==> config.mk <==
export PLATFORM = sky130hd
export DESIGN_NAME = ascon_sram_fifo_ctrl_flat
export DESIGN_NICKNAME = d
export VERILOG_FILES = /design/src/rtl/ascon_sram_pkg.sv /design/src/rtl/ascon_sram_fifo_ctrl_if.sv /design/src/rtl/ascon_sram_obuf.sv /design/src/rtl/ascon_sram_fifo_ctrl.sv /design/src/flat_wrapper.sv
export SDC_FILE = /design/constraint.sdc
export NUM_CORES = 1
export LEC_CHECK = 0
export BUFFER_PORTS_ARGS = -buffer_cell sky130_fd_sc_hd__buf_4
export CAP_MARGIN = 30
export CORE_MARGIN = 2
export CORE_UTILIZATION = 45
export CTS_BUF_LIST = sky130_fd_sc_hd__clkbuf_4 sky130_fd_sc_hd__clkbuf_8 sky130_fd_sc_hd__clkbuf_16
export DETAILED_ROUTE_END_ITERATION = 6
export PLACE_DENSITY = 0.76
export SYNTH_ARGS = -nofsm -noshare
export SYNTH_HDL_FRONTEND = slang
export SYNTH_SLANG_ARGS = --single-unit
==> constraint.sdc <==
create_clock -name clk -period 2.6 [get_ports clk]
set_input_delay 0.13 -clock clk [delete_from_list [all_inputs] [get_ports clk]]
set_output_delay 0.13 -clock clk [all_outputs]
set_load 0.1 [all_outputs]
==> src/rtl/ascon_sram_pkg.sv <==
// Shared parameters and types for the ASCON SRAM-backed FIFO controller.
// Latency: n/a (declarations only).
// Backpressure: n/a.
package ascon_sram_pkg;

  localparam int DATA_WIDTH = 32;
  localparam int ADDR_WIDTH = 5;
  localparam int DEPTH      = 1 << ADDR_WIDTH;
  // The read credit scheme assumes exactly two landing slots.
  localparam int OBUF_DEPTH = 2;

  typedef logic [ADDR_WIDTH-1:0] sram_addr_t;
  typedef logic [DATA_WIDTH-1:0] sram_word_t;
  typedef logic [ADDR_WIDTH+1:0] fifo_level_t;

endpackage

==> src/rtl/ascon_sram_fifo_ctrl_if.sv <==
// Push/pop stream bundle for the SRAM FIFO controller, plus its fill level.
// Latency: n/a (wiring only).
// Backpressure: valid/ready on both the push and pop sides.
interface ascon_sram_fifo_ctrl_if
  import ascon_sram_pkg::*;
#(
  parameter int DATA_WIDTH = ascon_sram_pkg::DATA_WIDTH,
  parameter int ADDR_WIDTH = ascon_sram_pkg::ADDR_WIDTH
);

  logic                  in_valid;
  logic                  in_ready;
  logic [DATA_WIDTH-1:0] in_data;
  logic                  out_valid;
  logic                  out_ready;
  logic [DATA_WIDTH-1:0] out_data;
  logic [ADDR_WIDTH+1:0] level;

  // Producer/consumer side (drives pushes, accepts pops).
  modport master (
    output in_valid, in_data, out_ready,
    input  in_ready, out_valid, out_data, level
  );

  // FIFO side.
  modport slave (
    input  in_valid, in_data, out_ready,
    output in_ready, out_valid, out_data, level
  );

endinterface

==> src/rtl/ascon_sram_obuf.sv <==
// Two-entry register FIFO that lands SRAM read data and presents the pop head.
// Latency: captured word is visible at the head the cycle after capture.
// Backpressure: none internally; the parent only captures when a slot is guaranteed free.
module ascon_sram_obuf
  import ascon_sram_pkg::*;
#(
  parameter int WIDTH = ascon_sram_pkg::DATA_WIDTH
) (
  input  logic             clk,
  input  logic             rst,
  input  logic             cap,
  input  logic [WIDTH-1:0] cap_data,
  input  logic             pop,
  output logic [1:0]       count,
  output logic [WIDTH-1:0] head_data
);

  logic [WIDTH-1:0] ent [OBUF_DEPTH];
  logic             head;
  logic             tail;

  assign head_data = ent[head];

  // Ring of two slots: capture writes at tail, pop advances head.
  always_ff @(posedge clk) begin
    if (rst) begin
      for (int i = 0; i < OBUF_DEPTH; i++) ent[i] <= '0;
      head  <= 1'b0;
      tail  <= 1'b0;
      count <= 2'd0;
    end else begin
      if (cap) begin
        ent[tail] <= cap_data;
        tail      <= ~tail;
      end
      if (pop) head <= ~head;
      count <= count + {1'b0, cap} - {1'b0, pop};
    end
  end

endmodule

==> src/rtl/ascon_sram_fifo_ctrl.sv <==
// Runs a 1R1W SRAM macro as a FIFO with a 2-entry output buffer hiding the read latency.
// Latency: push at edge N -> read issued at edge N+1 -> out_valid at edge N+2.
// Backpressure: in_ready drops only when the macro is full; reads are issued on credit only.
module ascon_sram_fifo_ctrl
  import ascon_sram_pkg::*;
#(
  parameter int DATA_WIDTH = ascon_sram_pkg::DATA_WIDTH,
  parameter int ADDR_WIDTH = ascon_sram_pkg::ADDR_WIDTH
) (
  input  logic                  clk,
  input  logic                  rst,
  ascon_sram_fifo_ctrl_if.slave bus,
  output logic                  sram_csb0,
  output logic [ADDR_WIDTH-1:0] sram_addr0,
  output logic [DATA_WIDTH-1:0] sram_din0,
  output logic                  sram_csb1,
  output logic [ADDR_WIDTH-1:0] sram_addr1,
  input  logic [DATA_WIDTH-1:0] sram_dout1
);

  localparam int DEPTH_P = 1 << ADDR_WIDTH;
  localparam int LW      = ADDR_WIDTH + 2;

  logic [ADDR_WIDTH-1:0] wptr;
  logic [ADDR_WIDTH-1:0] rptr;
  logic [ADDR_WIDTH:0]   mem_cnt;
  logic                  rd_inflight;
  logic [1:0]            obuf_cnt;
  logic                  push;
  logic                  issue;
  logic                  pop;
  logic                  credit_ok;

  assign bus.in_ready  = (mem_cnt != (ADDR_WIDTH+1)'(DEPTH_P));
  assign bus.out_valid = (obuf_cnt != 2'd0);
  assign pop           = bus.out_valid & bus.out_ready;
  assign push          = bus.in_valid & bus.in_ready & ~rst;

  // credit = 2 - obuf_cnt - rd_inflight + pop > 0, rearranged to stay unsigned.
  assign credit_ok = ({1'b0, obuf_cnt} + {2'b00, rd_inflight}) < (3'd2 + {2'b00, pop});
  assign issue     = (mem_cnt != '0) & credit_ok & ~rst;

  // Macro strobes; address/data are held at the pointer and input word when idle.
  assign sram_csb0  = ~push;
  assign sram_addr0 = wptr;
  assign sram_din0  = bus.in_data;
  assign sram_csb1  = ~issue;
  assign sram_addr1 = rptr;

  assign bus.level = LW'(mem_cnt) + LW'(rd_inflight) + LW'(obuf_cnt);

  // Pointer, occupancy and in-flight tracking; a reset drops any pending read.
  always_ff @(posedge clk) begin
    if (rst) begin
      wptr        <= '0;
      rptr        <= '0;
      mem_cnt     <= '0;
      rd_inflight <= 1'b0;
    end else begin
      if (push)  wptr <= wptr + 1'b1;
      if (issue) rptr <= rptr + 1'b1;
      rd_inflight <= issue;
      case ({push, issue})
        2'b10:   mem_cnt <= mem_cnt + 1'b1;
        2'b01:   mem_cnt <= mem_cnt - 1'b1;
        default: mem_cnt <= mem_cnt;
      endcase
    end
  end

  // Read data is valid only at the edge after issue, so capture is keyed on rd_inflight.
  ascon_sram_obuf #(
    .WIDTH (DATA_WIDTH)
  ) u_obuf (
    .clk       (clk),
    .rst       (rst),
    .cap       (rd_inflight),
    .cap_data  (sram_dout1),
    .pop       (pop),
    .count     (obuf_cnt),
    .head_data (bus.out_data)
  );

  // Pointers only meet when the macro is empty or full, so both ports never hit one word.
  addr_collision: assert property (@(posedge clk) disable iff (rst)
    !(!sram_csb0 && !sram_csb1 && (sram_addr0 == sram_addr1)));

endmodule

==> src/flat_wrapper.sv <==
// flat-port wrapper written by rule: the top's interface ports become plain ports
module ascon_sram_fifo_ctrl_flat import ascon_sram_pkg::*;
#(
  parameter int DATA_WIDTH = ascon_sram_pkg::DATA_WIDTH,
  parameter int ADDR_WIDTH = ascon_sram_pkg::ADDR_WIDTH
)
  (clk, rst, sram_csb0, sram_addr0, sram_din0, sram_csb1, sram_addr1, sram_dout1, bus_in_valid, bus_in_data, bus_out_ready, bus_in_ready, bus_out_valid, bus_out_data, bus_level);
  ascon_sram_fifo_ctrl_if #(.DATA_WIDTH(DATA_WIDTH), .ADDR_WIDTH(ADDR_WIDTH)) bus_i ();
  input  logic clk;
  input  logic rst;
  output logic sram_csb0;
  output logic [ADDR_WIDTH-1:0] sram_addr0;
  output logic [DATA_WIDTH-1:0] sram_din0;
  output logic sram_csb1;
  output logic [ADDR_WIDTH-1:0] sram_addr1;
  input  logic [DATA_WIDTH-1:0] sram_dout1;
  input wire logic [$bits(bus_i.in_valid)-1:0] bus_in_valid;
  input wire logic [$bits(bus_i.in_data)-1:0] bus_in_data;
  input wire logic [$bits(bus_i.out_ready)-1:0] bus_out_ready;
  output wire logic [$bits(bus_i.in_ready)-1:0] bus_in_ready;
  output wire logic [$bits(bus_i.out_valid)-1:0] bus_out_valid;
  output wire logic [$bits(bus_i.out_data)-1:0] bus_out_data;
  output wire logic [$bits(bus_i.level)-1:0] bus_level;
  assign bus_i.in_valid = bus_in_valid;
  assign bus_i.in_data = bus_in_data;
  assign bus_i.out_ready = bus_out_ready;
  assign bus_in_ready = bus_i.in_ready;
  assign bus_out_valid = bus_i.out_valid;
  assign bus_out_data = bus_i.out_data;
  assign bus_level = bus_i.level;
  ascon_sram_fifo_ctrl #(.DATA_WIDTH(DATA_WIDTH), .ADDR_WIDTH(ADDR_WIDTH)) u_core (.clk(clk), .rst(rst), .bus(bus_i), .sram_csb0(sram_csb0), .sram_addr0(sram_addr0), .sram_din0(sram_din0), .sram_csb1(sram_csb1), .sram_addr1(sram_addr1), .sram_dout1(sram_dout1));
endmodule
==> flow_metrics.tcl, run 1 <==
set metrics [dict create \
    use_met3_pct 3.86 \
    port_buffers 88 \
    rows 35 \
    worstPathMaxFanout 5 \
    htreeDepth 3 \
    yosysWarningCount 0 \
    root_buffer "clkbuf_8" \
    grt_usage_pct 16.2 \
    ys_ff_latch 86 \
    antenna_left 0 \
    gr-max-usage-layer "met2" \
    setup_viol 0 \
    hold_end "u_core.u_obuf.ent[0][3]" \
    syn-cell-area_um2 4290 \
    period_share_pct 95.9 \
    synth-seq-area-share_pct 55.1 \
    reg2reg_slack_ns 0.11 \
    hp-class "primary input to register" \
    hold_buffers 0 \
    grt_max_degree 33 \
    n_antenna_cell 0 \
    post-dp-hpwl_um 5770 \
    core_area_um2 9240 \
    met2_usage_pct 27.1 \
    arrival_ns 2.73 \
    post_drt_wl_per_cell_um 15.0 \
    worstHoldStart "sram_dout1[3]" \
    dr.pass1.iters 4 \
    slew_violations 0 \
    dpl.cell_count 543 \
    cts.clk_slew.worst_paths_ns 0.09 \
    die_y_um 102 \
    reg2reg_from "u_core.u_obuf.count[0]" \
    postSynthCellCount 350 \
    ioPinCount 153 \
    final-hold-violation-count 0 \
    cts_tree "yes" \
    numCtsBuffers 9 \
    fin_crit_ns 2.49 \
    antenna_found_initial 0 \
    syn_to_final_growth_pct 22.7 \
    dieArea_um2 10300 \
    status "finished clean" \
    synth-edff-count 64 \
    synth.net_count 433 \
    gr-usage-met1_pct 19.7 \
    drt_iter0_markers 75 \
    async_flop_share_pct 0 \
    max_freq_mhz 401 \
    ys.flop_type "edfxtp_1" \
    hold_depth 2 \
    nFillCells 761 \
    gr-total-overflow 0 \
    fp.dieW_um 102 \
    ys_types 36 \
    slew_headroom_pct 66.5 \
    final_nets 509 \
    rr_worst_depth 13 \
    finClkSkew_ns 0.00838 \
    clock_path_buffers 2 \
    insertion_delay_ns 0.35 \
    worst_setup_path_end_kind "register" \
    grt_pass1_vias 2661 \
    drc 0 \
    cts_sinks 86 \
    critical_path_class "register to register" \
    vias 2756 \
    avgSynthCellArea_um2 12.2 \
    critPathRequiredTime_ns 2.84 \
    start_kind "register" \
    viasPerCell 4.92 \
    tightest_slew_ns 0.503 \
    start_util_pct 46.4 \
    maxCapViolCount 0 \
    final_cells 560 \
    place.gp.congestion 0.771 \
    grt_pass1_wl_um 12900 \
    layout-drive-gt1-share_pct 41.8 \
    rr_endpoint "u_core.mem_cnt[5]" \
    drt-total-wl_um 8400 \
]
## placed cells by master (no fill, tap or decap), types with 2 or more instances in the layout
master	netlist	routed
nand2_1	9	9
a21o_1	2	2
xnor2_1	7	5
xor2_1	12	12
nor2_1	21	19
mux2i_1	3	3
or2_2	2	2
mux2_1	2	2
o21ai_0	3	3
and3_1	2	2
edfxtp_1	64	64
ha_1	12	10
mux2_2	30	30
inv_6	0	3
a21oi_1	7	7
and2_1	64	64
inv_1	11	11
fa_1	3	3
nor3_1	3	2
ha_4	0	2
nand3_1	7	7
dfxtp_1	22	17
nor3b_1	3	2
nor2b_1	2	2
xnor2_2	0	2
clkinv_4	0	2
a31oi_4	2	2
clkbuf_8	0	9
nand4_1	2	2
dfxtp_2	0	4
buf_4	32	110
## timing repair
item                       in CTS  in global routing
setup endpoints to repair       1                  2
resized for setup               1                 10
pin swaps                       0                  6
setup buffers                   0                  1
## sequential cells by signal, summed over array words and instances (netlist names), named ones only
| register | cells |
|---|---|
| u_core.mem_cnt | 6 |
| u_core.u_obuf.count | 2 |
| u_core.rd_inflight | 1 |
| u_core.sram_addr1 | 5 |
| u_core.u_obuf.ent | 64 |
| u_core.u_obuf.head | 1 |
| u_core.sram_addr0 | 5 |
| u_core.u_obuf.tail | 1 |
## worst max path at each step
stage                      startpoint                 to
6_report       u_core.u_obuf.count[0]  u_core.mem_cnt[5]
3_5_place_dp   u_core.u_obuf.count[0]  u_core.mem_cnt[5]
2_1_floorplan       u_core.mem_cnt[0]       bus_level[3]
5_1_grt        u_core.u_obuf.count[0]  u_core.mem_cnt[5]
3_3_place_gp   u_core.u_obuf.count[0]  u_core.mem_cnt[5]
4_1_cts             u_core.mem_cnt[2]  u_core.mem_cnt[5]
## through the flow
step                hold slack (ns)  setup slack [ns]  area (µm²)  TNS, ns  util (%)
finish                       0.0622             0.106        5260        0      56.9
global placement              0.261             0.109        5030        0      54.5
CTS                          0.0426            0.0383        5220        0      56.4
global route                 0.0457           -0.0112        5260  -0.0112      56.9
detailed placement            0.261          0.000727        5030        0      54.5
floorplan                     0.328            -0.285        4320   -0.524         -
## per-layer routing
| metal | part of all wire, % | routed length, µm | up-vias |
|---|---|---|---|
| li1 | - | - | 1316 |
| met1 | 42 | 3520 | 1335 |
| met2 | 49 | 4120 | 82 |
| met3 | 6.0 | 507 | 23 |
| met4 | 2.9 | 246 | 0 |
| met5 | 0 | 0 | - |
## Yosys cell counts, drive strengths merged (3+ instances only)
library cell | number | area share [%]
buf | 38 | 6.2
inv | 11 | 0.96
nand2 | 10 | 0.93
dfxtp | 22 | 10
xnor2 | 7 | 1.4
mux2i | 3 | 0.70
nor3b | 3 | 0.53
edfxtp | 64 | 45
nor2 | 21 | 1.8
xor2 | 12 | 2.5
nor3 | 3 | 0.35
mux2 | 32 | 8.4
a21oi | 7 | 0.82
fa | 3 | 1.4
and2 | 64 | 9.3
nand3 | 7 | 0.82
ha | 12 | 3.5
o21ai | 4 | 0.47
clkbuf | 8 | 0.70
## kinds of logic (layout without fill, tap and decap cells)
kind of cell               count (synthesis)  after routing  synth area share [%]
AOI/OAI and AO/OA                         19             19                  3.30
xor gates and xnor gates                  19             19                  3.88
adders and majority gates                 15             15                  4.90
buffers and inverters                     57            138                  7.91
DFF                                       86             86                  55.1
muxes                                     35             35                  9.11
and+or+nand+nor                          119            119                  15.8
## critical path, stage by stage, from the launching register on
cell	delay (ns)
dfxtp_4	0.37
ha_1	0.19
ha_1	0.28
o21ai_2	0.06
nand2_2	0.11
nor2_4	0.05
ha_4	0.19
buf_6	0.13
ha_4	0.26
o21ai_0	0.08
nor2_1	0.18
mux2i_1	0.25
nand3_1	0.09
nor3b_1	0.14
## final cells by class
cell class | count | area (µm²) | area share [%]
Sequential cell | 86 | 2370 | 45.1
Timing Repair Buffer | 111 | 837 | 15.9
Tap cell | 129 | 161 | 3.07
Clock buffer | 9 | 124 | 2.35
Clock inverter | 7 | 56.3 | 1.07
Inverter | 11 | 41.3 | 0.785
Multi-Input combinational cell | 207 | 1670 | 31.7
Power of run 1 is not shown: default switching activity piles up to over one toggle a cycle in this logic, so the estimate is an artifact.
==> run 2, diff against run 1 <==
Settings changed: CORE_ASPECT_RATIO set to 0.9, MAX_ROUTING_LAYER set to met4.
==> run 2 against run 1 <==
  * Non-clock buffer count is 7 lower
  * Global-route usage increased by 0.83 points
  * Final cell count is 2.5% lower
  * Flip-flop and latch count did not move
  * Via count decreased by 1.3%
  * Sequential share of layout area is 0.11 points higher
  * Die area barely moved
  * Register-to-register slack about the same
==> flow_metrics.tcl, run 2 (synthesis results as in run 1) <==
set metrics [dict create \
    tightest_slew_ns 0.464 \
    fin_crit_ns 2.50 \
    ioPinCount 153 \
    grt_pass1_wl_um 13100 \
    max_freq_mhz 401 \
    drt_iter0_markers 96 \
    post-route-util_pct 56.9 \
    cts_sinks 86 \
    rr_worst_depth 12 \
    clock_path_buffers 2 \
    cts.clk_slew.worst_paths_ns 0.10 \
    final_common_cell "buf_4" \
    reg.largest.list "u_core.u_obuf.ent x64, u_core.mem_cnt x6" \
    antenna_left 0 \
    worstPathCellList "nor4_4 > buf_4 > a31oi_4 > or2b_4 > ha_4 > buf_4 > fa_2 > a21o_1 > a21oi_2 > xnor2_1 > nand2_1 > a21oi_2" \
    root_buffer "clkbuf_8" \
    post-place-ws_ns 0.0316 \
    critPathMaxStageDelay_ns 0.39 \
    syn_to_final_growth_pct 22.2 \
    grt_pass1_vias 2731 \
    port_buffers 88 \
    crit_path_top_delay_cell "dfxtp_1" \
    rows 33 \
    numCtsBuffers 9 \
    core_area_um2 9210 \
    start_util_pct 46.6 \
    dr.pass1.iters 4 \
    worst_setup_path_end_kind "register" \
    fp.dieW_um 107 \
    viasPerCell 4.98 \
    reg2reg_slack_ns 0.10 \
    cpLargestDelayFamily "compound AO/OA/AOI/OAI gates" \
    drt-total-wl_um 8270 \
    finClkSkew_ns 0.0113 \
    layout-drive-gt1-share_pct 41.3 \
    maxCapViolCount 0 \
    path_depth 12 \
    dieArea_um2 10300 \
    vias 2721 \
    final-hold-violation-count 0 \
    start_kind "register" \
    slew_headroom_pct 69.0 \
    hold_buffers 0 \
    critPathRequiredTime_ns 2.89 \
    setup_viol 0 \
    hold_depth 2 \
    most-common-layout-cells "buf_4, and2_1, edfxtp_1" \
    final_nets 502 \
    cts_tree "yes" \
    gr-total-overflow 0 \
    arrival_ns 2.79 \
    hp-class "primary input to register" \
    grt_usage_pct 17.0 \
    drc 0 \
    period_share_pct 96.0 \
    grt_max_degree 33 \
    n_antenna_cell 0 \
    critical_path_class "register to register" \
    post_drt_wl_per_cell_um 15.1 \
    status "finished clean" \
    die_y_um 96.6 \
    top_register "u_core.u_obuf.ent" \
    insertion_delay_ns 0.35 \
    antenna_found_initial 0 \
    slew_violations 0 \
    path_buf_inv 2 \
    htreeDepth 3 \
    place.gp.congestion 0.860 \
    largest_register_ff_count 64 \
    setup_tns_ns 0 \
    post-dp-hpwl_um 5650 \
    worstPathMaxFanout 5 \
    setup_slack_ns 0.105 \
]
==> run 2: cell types whose count changed in the layout (fill, tap and decap cells not counted), moves of 2 or more <==
cell,previous run,this run
buf_4,110,102
a21oi_1,7,5
a21oi_2,0,2
buf_12,0,2
o21ai_1,0,2
==> run 2: layout make-up <==
| type | count | area, µm² |
|---|---|---|
| clock inverters | 7 | 80.1 |
| multi-input cells | 207 | 1670 |
| fillers | 772 | 3970 |
| flip-flops and latches | 86 | 2370 |
| inverters | 11 | 41.3 |
| clock buffers | 9 | 124 |
| repair buffers | 104 | 806 |
| well taps | 122 | 153 |
==> run 2: routing by layer <==
layer | track usage, % | wire length, µm | share of wire, %
met1 | 20.4 | 3520 | 43
met3 | 4.36 | 598 | 7.2
met2 | 27.4 | 3960 | 48
met4 | 7.79 | 193 | 2.3
met5 | - | 0 | 0
==> run 2: repair_timing <==
item / 4_1_cts / 5_1_grt
gates resized for setup: 0 / 12
endpoints found under the setup margin: 0 / 4
buffers inserted: 0 / 1
==> run 2: worst paths after layout <==
kind,from,endpoint
max,u_core.mem_cnt[2],u_core.mem_cnt[4]
min reg2reg,u_core.u_obuf.head,u_core.u_obuf.head
max reg2reg,u_core.mem_cnt[2],u_core.mem_cnt[4]
min,sram_dout1[31],u_core.u_obuf.ent[1][31]
==> run 2: through the flow <==
stage                     cell area [µm²]  std cells  hold WS (ns)
after floorplan                      4320        350         0.328
after global placement               5000        529         0.261
after detailed placement             5000        529         0.261
after CTS                            5200        545        0.0362
after global routing                 5240        546        0.0437
final                                5240        546        0.0555
Power of run 2 is left out for the same reason.
